[config.mk]
export PLATFORM = sky130hd
export DESIGN_NAME = ext_unit_pipe
export DESIGN_NICKNAME = d
export VERILOG_FILES = /design/src/rtl/ext_unit_pipe.sv
export SDC_FILE = /design/constraint.sdc
export NUM_CORES = 1
export LEC_CHECK = 0
export CORE_MARGIN = 2
export CORE_UTILIZATION = 40
export CTS_CLUSTER_SIZE = 14
export DETAILED_ROUTE_END_ITERATION = 8
export HOLD_SLACK_MARGIN = 0.05
export PLACE_DENSITY = 0.65
export SLEW_MARGIN = 30
export SYNTH_ARGS = -nofsm -noshare
export SYNTH_HDL_FRONTEND = slang
export SYNTH_SLANG_ARGS = --single-unit
[constraint.sdc]
create_clock -name clk -period 3.4 [get_ports clk]
set_input_delay 0.51 -clock clk [delete_from_list [all_inputs] [get_ports clk]]
set_output_delay 0.51 -clock clk [all_outputs]
set_load 0.05 [all_outputs]
[src/rtl/ext_unit_pipe.sv]
// Run-time selectable sign/zero extender with optional left shift, wrapped in a
// two-stage valid/ready pipeline that carries an opaque tag alongside each beat.
module ext_unit_pipe #(
   parameter int IN_W  = 22,
   parameter int OUT_W = 32,
   parameter int W0    = 18,
   parameter int W1    = 22,
   parameter int W2    = 16,
   parameter int W3    = 8,
   parameter int TAG_W = 5
) (
   input  logic             clk,
   input  logic             rst_n,
   input  logic             flush,
   input  logic             in_valid,
   output logic             in_ready,
   input  logic [IN_W-1:0]  in_field,
   input  logic [1:0]       in_mode,
   input  logic             in_signed,
   input  logic [1:0]       in_shift,
   input  logic [TAG_W-1:0] in_tag,
   output logic             out_valid,
   input  logic             out_ready,
   output logic [OUT_W-1:0] out_data,
   output logic [TAG_W-1:0] out_tag
);

   // Masks rather than variable bit-selects keep the width choice purely arithmetic.
   function automatic logic [OUT_W-1:0] extend_field(
      input logic [IN_W-1:0] field,
      input logic [1:0]      mode,
      input logic            sgn
   );
      logic [OUT_W-1:0] wide;
      logic [OUT_W-1:0] keep_mask;
      logic [OUT_W-1:0] msb_mask;
      logic             fill;
      int               w;
      case (mode)
         2'd0:    w = W0;
         2'd1:    w = W1;
         2'd2:    w = W2;
         default: w = W3;
      endcase
      wide      = {{(OUT_W-IN_W){1'b0}}, field};
      keep_mask = ~({OUT_W{1'b1}} << w);
      msb_mask  = {{(OUT_W-1){1'b0}}, 1'b1} << (w - 1);
      fill      = sgn & (|(wide & msb_mask));
      return (wide & keep_mask) | ({OUT_W{fill}} & ~keep_mask);
   endfunction

   logic             s1_valid_q, s1_valid_d;
   logic [OUT_W-1:0] s1_ext_q,   s1_ext_d;
   logic [1:0]       s1_shift_q, s1_shift_d;
   logic [TAG_W-1:0] s1_tag_q,   s1_tag_d;
   logic             s2_valid_q, s2_valid_d;
   logic [OUT_W-1:0] s2_data_q,  s2_data_d;
   logic [TAG_W-1:0] s2_tag_q,   s2_tag_d;

   logic s1_load;
   logic s2_load;

   assign s2_load  = s1_valid_q && (!s2_valid_q || out_ready);
   assign in_ready = !s1_valid_q || s2_load;
   assign s1_load  = in_valid && in_ready;

   assign out_valid = s2_valid_q;
   assign out_data  = s2_data_q;
   assign out_tag   = s2_tag_q;

   // Next-state for both stages; flush only clears valids, data is don't-care.
   always_comb begin
      s1_valid_d = s1_valid_q;
      s1_ext_d   = s1_ext_q;
      s1_shift_d = s1_shift_q;
      s1_tag_d   = s1_tag_q;
      s2_valid_d = s2_valid_q;
      s2_data_d  = s2_data_q;
      s2_tag_d   = s2_tag_q;

      if (flush) begin
         s1_valid_d = 1'b0;
         s2_valid_d = 1'b0;
      end else begin
         s1_valid_d = s1_load || (s1_valid_q && !s2_load);
         s2_valid_d = s2_load || (s2_valid_q && !out_ready);
      end

      if (s1_load) begin
         s1_ext_d   = extend_field(in_field, in_mode, in_signed);
         s1_shift_d = in_shift;
         s1_tag_d   = in_tag;
      end else begin
         s1_ext_d   = s1_ext_q;
         s1_shift_d = s1_shift_q;
         s1_tag_d   = s1_tag_q;
      end

      if (s2_load) begin
         s2_data_d = s1_ext_q << s1_shift_q;
         s2_tag_d  = s1_tag_q;
      end else begin
         s2_data_d = s2_data_q;
         s2_tag_d  = s2_tag_q;
      end
   end

   // Pipeline registers.
   always_ff @(posedge clk or negedge rst_n) begin
      if (!rst_n) begin
         s1_valid_q <= 1'b0;
         s1_ext_q   <= {OUT_W{1'b0}};
         s1_shift_q <= 2'd0;
         s1_tag_q   <= {TAG_W{1'b0}};
         s2_valid_q <= 1'b0;
         s2_data_q  <= {OUT_W{1'b0}};
         s2_tag_q   <= {TAG_W{1'b0}};
      end else begin
         s1_valid_q <= s1_valid_d;
         s1_ext_q   <= s1_ext_d;
         s1_shift_q <= s1_shift_d;
         s1_tag_q   <= s1_tag_d;
         s2_valid_q <= s2_valid_d;
         s2_data_q  <= s2_data_d;
         s2_tag_q   <= s2_tag_d;
      end
   end

endmodule
==> results of run 1 <==
## synthesized netlist by cell type (all sizes together), types with 3 or more instances
cell and instances:
a21oi 40, a31oi 5, a41oi 8, buf 22, dfrtp 69, inv 6
mux2 48, mux2i 28, mux4 11, nand2 13, nand2b 3, nor2 3
## cells in the final DEF (no fill, tap or decap)
master           netlist  routed
buf_4                  3       7
o2bb2ai_1              2       2
nand3b_1               2       2
o22ai_1                1       1
nand4b_1               2       2
and4_1                 1       1
a21oi_1               40      40
nand4_1                1       1
clkinv_2               0       1
bufinv_16              0       1
a41oi_1                8       8
inv_6                  0       1
nor2b_1                2       2
a2bb2oi_1              2       2
dfrtp_1               69      69
mux2_2                48      48
nor3b_1                1       1
ha_1                   2       2
nand2_1               12      12
clkinv_4               0       1
and2_1                 1       1
clkbuf_8               0       9
a31oi_1                5       5
clkdlybuf4s50_1        0      74
inv_1                  6       6
mux2i_1               28      28
mux4_1                10      10
nand3_1                2       2
and3b_1                1       1
clkinvlp_4             0       3
nand2_2                1       1
nor2_1                 3       3
mux4_2                 1       1
nand2b_1               3       3
## routing by layer
metal | GRT usage (%) | wire, µm | vias up
li1 | - | - | 1181
met5 | 0 | 0 | -
met3 | 3.58 | 361 | 8
met2 | 24.8 | 3520 | 69
met4 | 4.74 | 86 | 0
met1 | 23.9 | 3670 | 1262
## per-stage QoR
stage	instances	hold WS (ns)	utilization (%)	worst slack, ns
floorplan	277	0.214	-	1.32
global placement	443	0.483	49.8	0.882
detailed placement	443	0.492	49.8	0.789
CTS	459	0.304	52.1	0.903
global route	459	0.162	52.1	0.882
finish	459	0.127	52.1	0.914
## cell type report
| type | instances | area (µm²) | area share, % |
|---|---|---|---|
| flip-flops and latches | 69 | 1730 | 38.2 |
| inverters | 6 | 22.5 | 0.498 |
| clock buffers | 9 | 124 | 2.74 |
| clock inverters | 7 | 75.1 | 1.66 |
| repair buffers | 81 | 793 | 17.5 |
| well taps | 108 | 135 | 2.99 |
| multi-input cells | 179 | 1650 | 36.4 |
## flip-flops by register name (all words and copies together) (netlist names)
signal      count
out_data       31
s1_ext_q       24
out_tag         5
s1_tag_q        5
s1_shift_q      2
out_valid       1
s1_valid_q      1
## path summary, 6_finish.rpt
check / from / to / slack [ns] / cells after the start
min in group clk: out_data[14]$_DFFE_PN0P_ / out_data[14]$_DFFE_PN0P_ / 0.51 / 1
worst min-delay path: rst_n / out_data[13]$_DFFE_PN0P_ / 0.13 / 1
max in group asynchronous: rst_n / out_data[8]$_DFFE_PN0P_ / 2.49 / 2
worst max-delay path: out_ready / in_ready / 0.91 / 3
worst min register to register: out_data[14]$_DFFE_PN0P_ / out_data[14]$_DFFE_PN0P_ / 0.51 / 1
worst max register to register: s1_valid_q$_DFF_PN0_ / s1_ext_q[19]$_DFFE_PN0P_ / 1.27 / 5
## cells by family after synthesis
kind of cell / synth area share (%)
buffers and inverters: 5.17
multiplexers: 31.1
flip-flops: 48.5
AO/OA/AOI/OAI: 9.63
AND/OR/NAND/NOR: 4.89
adder cells (fa/ha/maj): 0.703
## power by group through the flow
stage                     Sequential (mW)  Clock [mW]  Combinational [mW]
after floorplan                      1.52           0               0.354
final                                1.11       0.665                1.12
after global placement               1.12           0                1.12
after detailed placement             1.13           0                1.13
after global routing                 1.14       0.721                1.18
after CTS                            1.11       0.679                1.13
## critical path, stage by stage
cell	delay, ns
clkdlybuf4s50_1	0.47
nand3b_1	0.17
clkdlybuf4s50_1	0.83
==> flow_summary_export.csv, run 1 <==
group,metric,value,unit
run_status,outcome,"finished, final reports clean",
grt,grt_pass1_wl,12700,µm
drt,drt-total-wl,7640,µm
clocking,cts.path.max_buffers,2,
clocking,clkLatencyLatePin,0.34,ns
power_and_ir_drop,seqPwrFrac,38.3,%
floorplan,core,8680,µm²
power_and_ir_drop,p_int,1.78,mW
finish,design_area,4520,µm²
drt,drt_iter0_drc,84,
synthesis,ys.flop_type,"dfrtp_1",
power_and_ir_drop,total_power,2.90,mW
synthesis,async_flop_share,100,%
clocking,cts-resized-gates,0,
clocking,root_buffer,"clkbuf_8",
finish,drive_above_1_share,20.8,%
placement,place.gp.congestion,0.875,
worst_hold_path,holdCritPathClass,"primary input to asynchronous set/reset pin",
synthesis,syn-num-nets,316,
synthesis,synth-edff-count,0,
synthesis,ys_seq_area_share,48.5,%
clocking,clock-sinks,69,
synthesis,synth.largest_area_cell,"dfrtp_1",
grt,antenna_found_initial,0,
placement,place_area,4320,µm²
power_and_ir_drop,combinationalPowerShare,38.7,%
clocking,htree_levels,3,
clocking,postCtsSetupBuffers,0,
power_and_ir_drop,power_density,641,nW/µm²
timing,maxSlewViolCount,0,
timing,fin_skew,0.00617,ns
setup_path,crit_required,2.89,ns
timing,period_needed,2.49,ns
power_and_ir_drop,p_sw,1.11,mW
drt,first_pass_iters,4,
drt,drc,0,
finish,diodes,0,
synthesis,post_synth_num_cell_types,32,
timing,slew-limit-headroom,49.1,%
synthesis,synth_seq_cells,69,
floorplan,num_io_pins,76,
power_and_ir_drop,p_leak,1.90,nW
synthesis,syn_inst,277,
timing,tightest_slew,0.761,ns
floorplan,start_util,41.0,%
placement,port_buffers,75,
drt,avgRoutedWirePerCell,16.7,µm
placement,dp_hpwl,5600,µm
clocking,cts_buffers,9,
floorplan,num_rows,34,
timing,final_hold_viol_count,0,
timing,period_share,73.1,%
drt,vias,2520,
clocking,clk_pin_slew,0.07,ns
grt,grt_max_degree,40,
floorplan,die_area,9670,µm²
finish,final_nets,385,
run,cap_viol_max_count,0,
setup_path,end_kind,"primary output",
floorplan,die_y,98.3,µm
grt,grt-ovfl-total,0,
synthesis,yosysWarnings,0,
drt,vias_per_cell,5.49,
power_and_ir_drop,clkPwrFrac,22.9,%
floorplan,fp.dieW,98.3,µm
drt,antenna_left,0,
setup_path,critPathLaunchType,"primary input",
grt,grt.total_usage,16.4,%
synthesis,synth_top_area_share,48.5,%
timing,rsz0062_at_grt,"no",
grt,grt_pass1_vias,2485,
setup_path,crit_type,"primary input to primary output",
clocking,cts_hold_buf,0,
power_and_ir_drop,irDropWorstVdd,0.000222,V
setup_path,crit_arrival,1.98,ns
synthesis,synth_area_leaders,"dfrtp_1 (49%), mux2_2 (15%), mux2i_1 (7.9%)",
finish,syn_to_final_growth,27.1,%
synthesis,avgSynthCellArea,12.8,µm²
timing,fin_setup_tns,0,ns
synthesis,syn_area,3560,µm²
timing,max_freq,402,MHz
power_and_ir_drop,switching_share,38.4,%
clocking,cts_tree,"done",
setup_path,cp_max_fo,2,
finish,n_fill_cell,810,
timing,setup_violations,0,
No activity file was read; power rests on OpenSTA's default activity.
==> run 2, diff against run 1 <==
==> constraint.sdc (replaced) <==
create_clock -name clk -period 2.37 [get_ports clk]
set_input_delay 0.3555 -clock clk [delete_from_list [all_inputs] [get_ports clk]]
set_output_delay 0.3555 -clock clk [all_outputs]
set_load 0.05 [all_outputs]
==> flow_summary_export.csv, run 2 (synthesized netlist as in run 1, its figures left out) <==
group,metric,value,unit
run_status,outcome,"finished, final reports clean",
clocking,clkLatencyLatePin,0.34,ns
finish,final_cell_mix,"clkdlybuf4s50_1 (73), dfrtp_1 (69), mux2_2 (48)",
timing,fin_skew,0.00703,ns
clocking,cts_tree,"done",
setup_path,crit_required,2.61,ns
setup_path,path_common_cell,"inv_1",
placement,port_buffers,75,
timing,slew-limit-headroom,55.0,%
finish,syn_to_final_growth,29.3,%
floorplan,die_area,9670,µm²
setup_path,crit_arrival,2.15,ns
power_and_ir_drop,p_leak,1.96,nW
setup_path,slowest_delay,0.57,ns
floorplan,core,8680,µm²
timing,fin_setup_tns,0,ns
timing,max_freq,524,MHz
power_and_ir_drop,total_power,4.04,mW
timing,fin_ws,0.461,ns
finish,diodes,0,
drt,avgRoutedWirePerCell,16.7,µm
placement,place_ws,0.129,ns
timing,tightest_slew,0.675,ns
drt,vias,2538,
finish,design_area,4600,µm²
clocking,htree_levels,3,
setup_path,timing.rr.end,"out_data[5]$_DFFE_PN0P_",
setup_path,cp_slowest_cell,"clkdlybuf4s50_1",
setup_path,critPathLaunchType,"primary input",
drt,drc,0,
grt,grt_pass1_vias,2535,
setup_path,rrSetupSlack,0.47,ns
timing,maxSlewViolCount,0,
floorplan,num_rows,34,
drt,first_pass_iters,4,
floorplan,fp.dieW,98.3,µm
clocking,cts-resized-gates,0,
worst_hold_path,hold_start,"s1_tag_q[2]$_DFFE_PN0P_",
timing,rsz0062_at_grt,"no",
finish,finalNonFillerCells,467,
floorplan,start_util,41.0,%
finish,final_nets,394,
worst_hold_path,holdCritPathClass,"flop to flop",
grt,grt_pass1_wl,13000,µm
setup_path,reg2reg_from,"s1_shift_q[0]$_DFFE_PN0P_",
setup_path,crit_type,"primary input to flop",
setup_path,cp_max_fo,6,
worst_hold_path,min_path_cells,1,
grt,grt.total_usage,17.1,%
drt,antenna_left,0,
setup_path,cpLargestDelayFamily,"buffers and inverters",
finish,largest_reg_flops,31,
placement,place.gp.congestion,0.889,
timing,period_share,80.5,%
setup_path,end_kind,"flop",
drt,vias_per_cell,5.43,
timing,period_needed,1.91,ns
timing,final_hold_viol_count,0,
floorplan,num_io_pins,76,
setup_path,path_buf_inv,3,
clocking,root_buffer,"clkbuf_8",
finish,final_common_cell,"clkdlybuf4s50_1",
power_and_ir_drop,power_density,878,nW/µm²
power_and_ir_drop,irDropWorstVdd,0.000265,V
setup_path,crit_chain,"clkdlybuf4s50_1, inv_1, nand2_1, inv_1, ha_1, nor2b_1, nand4b_1, a41oi_1",
run,cap_viol_max_count,0,
timing,setup_violations,0,
placement,place_area,4430,µm²
floorplan,die_y,98.3,µm
setup_path,ff2ff_path_depth,4,
clocking,cts_buffers,9,
placement,dp_hpwl,5750,µm
grt,grt-ovfl-total,0,
placement,dp.cells,451,
finish,multi_input_area,1650,µm²
clocking,clk_pin_slew,0.07,ns
finish,drive_above_1_share,21.7,%
grt,grt_max_degree,70,
worst_hold_path,holdPathEnd,"s1_tag_q[2]$_DFFE_PN0P_",
clocking,cts.path.max_buffers,2,
drt,drt-total-wl,7780,µm
grt,antenna_found_initial,0,
finish,n_fill_cell,796,
clocking,clock-sinks,69,
finish,seqCellArea,1730,µm²
drt,drt_iter0_drc,157,
## run 2: cell types whose count changed in the layout (fill, tap and decap cells not counted), moves of 3 or more
cell,delta
buf_12,+4
buf_4,+4
clkbuf_1,+3
clkinvlp_4,-3
## run 2: timing repair
item | CTS | global route
hold buffers | 1 | 0
buffers inserted | 0 | 0
hold endpoints to repair | 54 | 0
## run 2: how the worst max path moves through the flow
| stage | endpoint | startpoint | cells past startpoint | slack (ns) |
|---|---|---|---|---|
| 6_report | s1_ext_q[19]$_DFFE_PN0P_ | in_mode[0] | 8 | 0.46 |
| 5_1_grt | out_data[5]$_DFFE_PN0P_ | s1_shift_q[0]$_DFFE_PN0P_ | 4 | 0.33 |
| 4_1_cts | out_data[5]$_DFFE_PN0P_ | s1_shift_q[0]$_DFFE_PN0P_ | 4 | 0.44 |
| 3_5_place_dp | s1_ext_q[19]$_DFFE_PN0P_ | in_mode[0] | 8 | 0.13 |
| 3_3_place_gp | s1_ext_q[18]$_DFFE_PN0P_ | in_mode[0] | 8 | 0.23 |
| 2_1_floorplan | in_ready | out_valid$_DFF_PN0_ | 3 | 0.44 |
## run 2: area by class of cell
class / instances / area share (%)
clock buffer: 13 / 3.24
clock inverter: 2 / 0.218
inverter: 6 / 0.490
multi-input combinational: 179 / 35.8
sequential: 69 / 37.5
tap: 108 / 2.94
timing repair buffer: 90 / 19.7
## run 2: report_power, final
group,internal (mW),switching (mW)
sequential,1.42,0.181
combinational,0.677,0.961
clock,0.400,0.403
total,2.49,1.54
## run 2: routing by layer
layer	GRT usage, %	up-vias	share of wire [%]
met1	24.7	1264	48
met5	0	-	0
met3	2.86	12	4.3
met2	25.1	67	46
met4	8.11	0	2.2
li1	-	1195	-
## run 2: stage by stage
| step | utilization [%] | hold slack (ns) |
|---|---|---|
| final | 53.0 | 0.506 |
| after floorplan | - | 0.0599 |
| after global routing | 53.0 | 0.528 |
| after detailed placement | 51.1 | 0.408 |
| after global placement | 51.1 | 0.405 |
| after CTS | 53.0 | 0.510 |
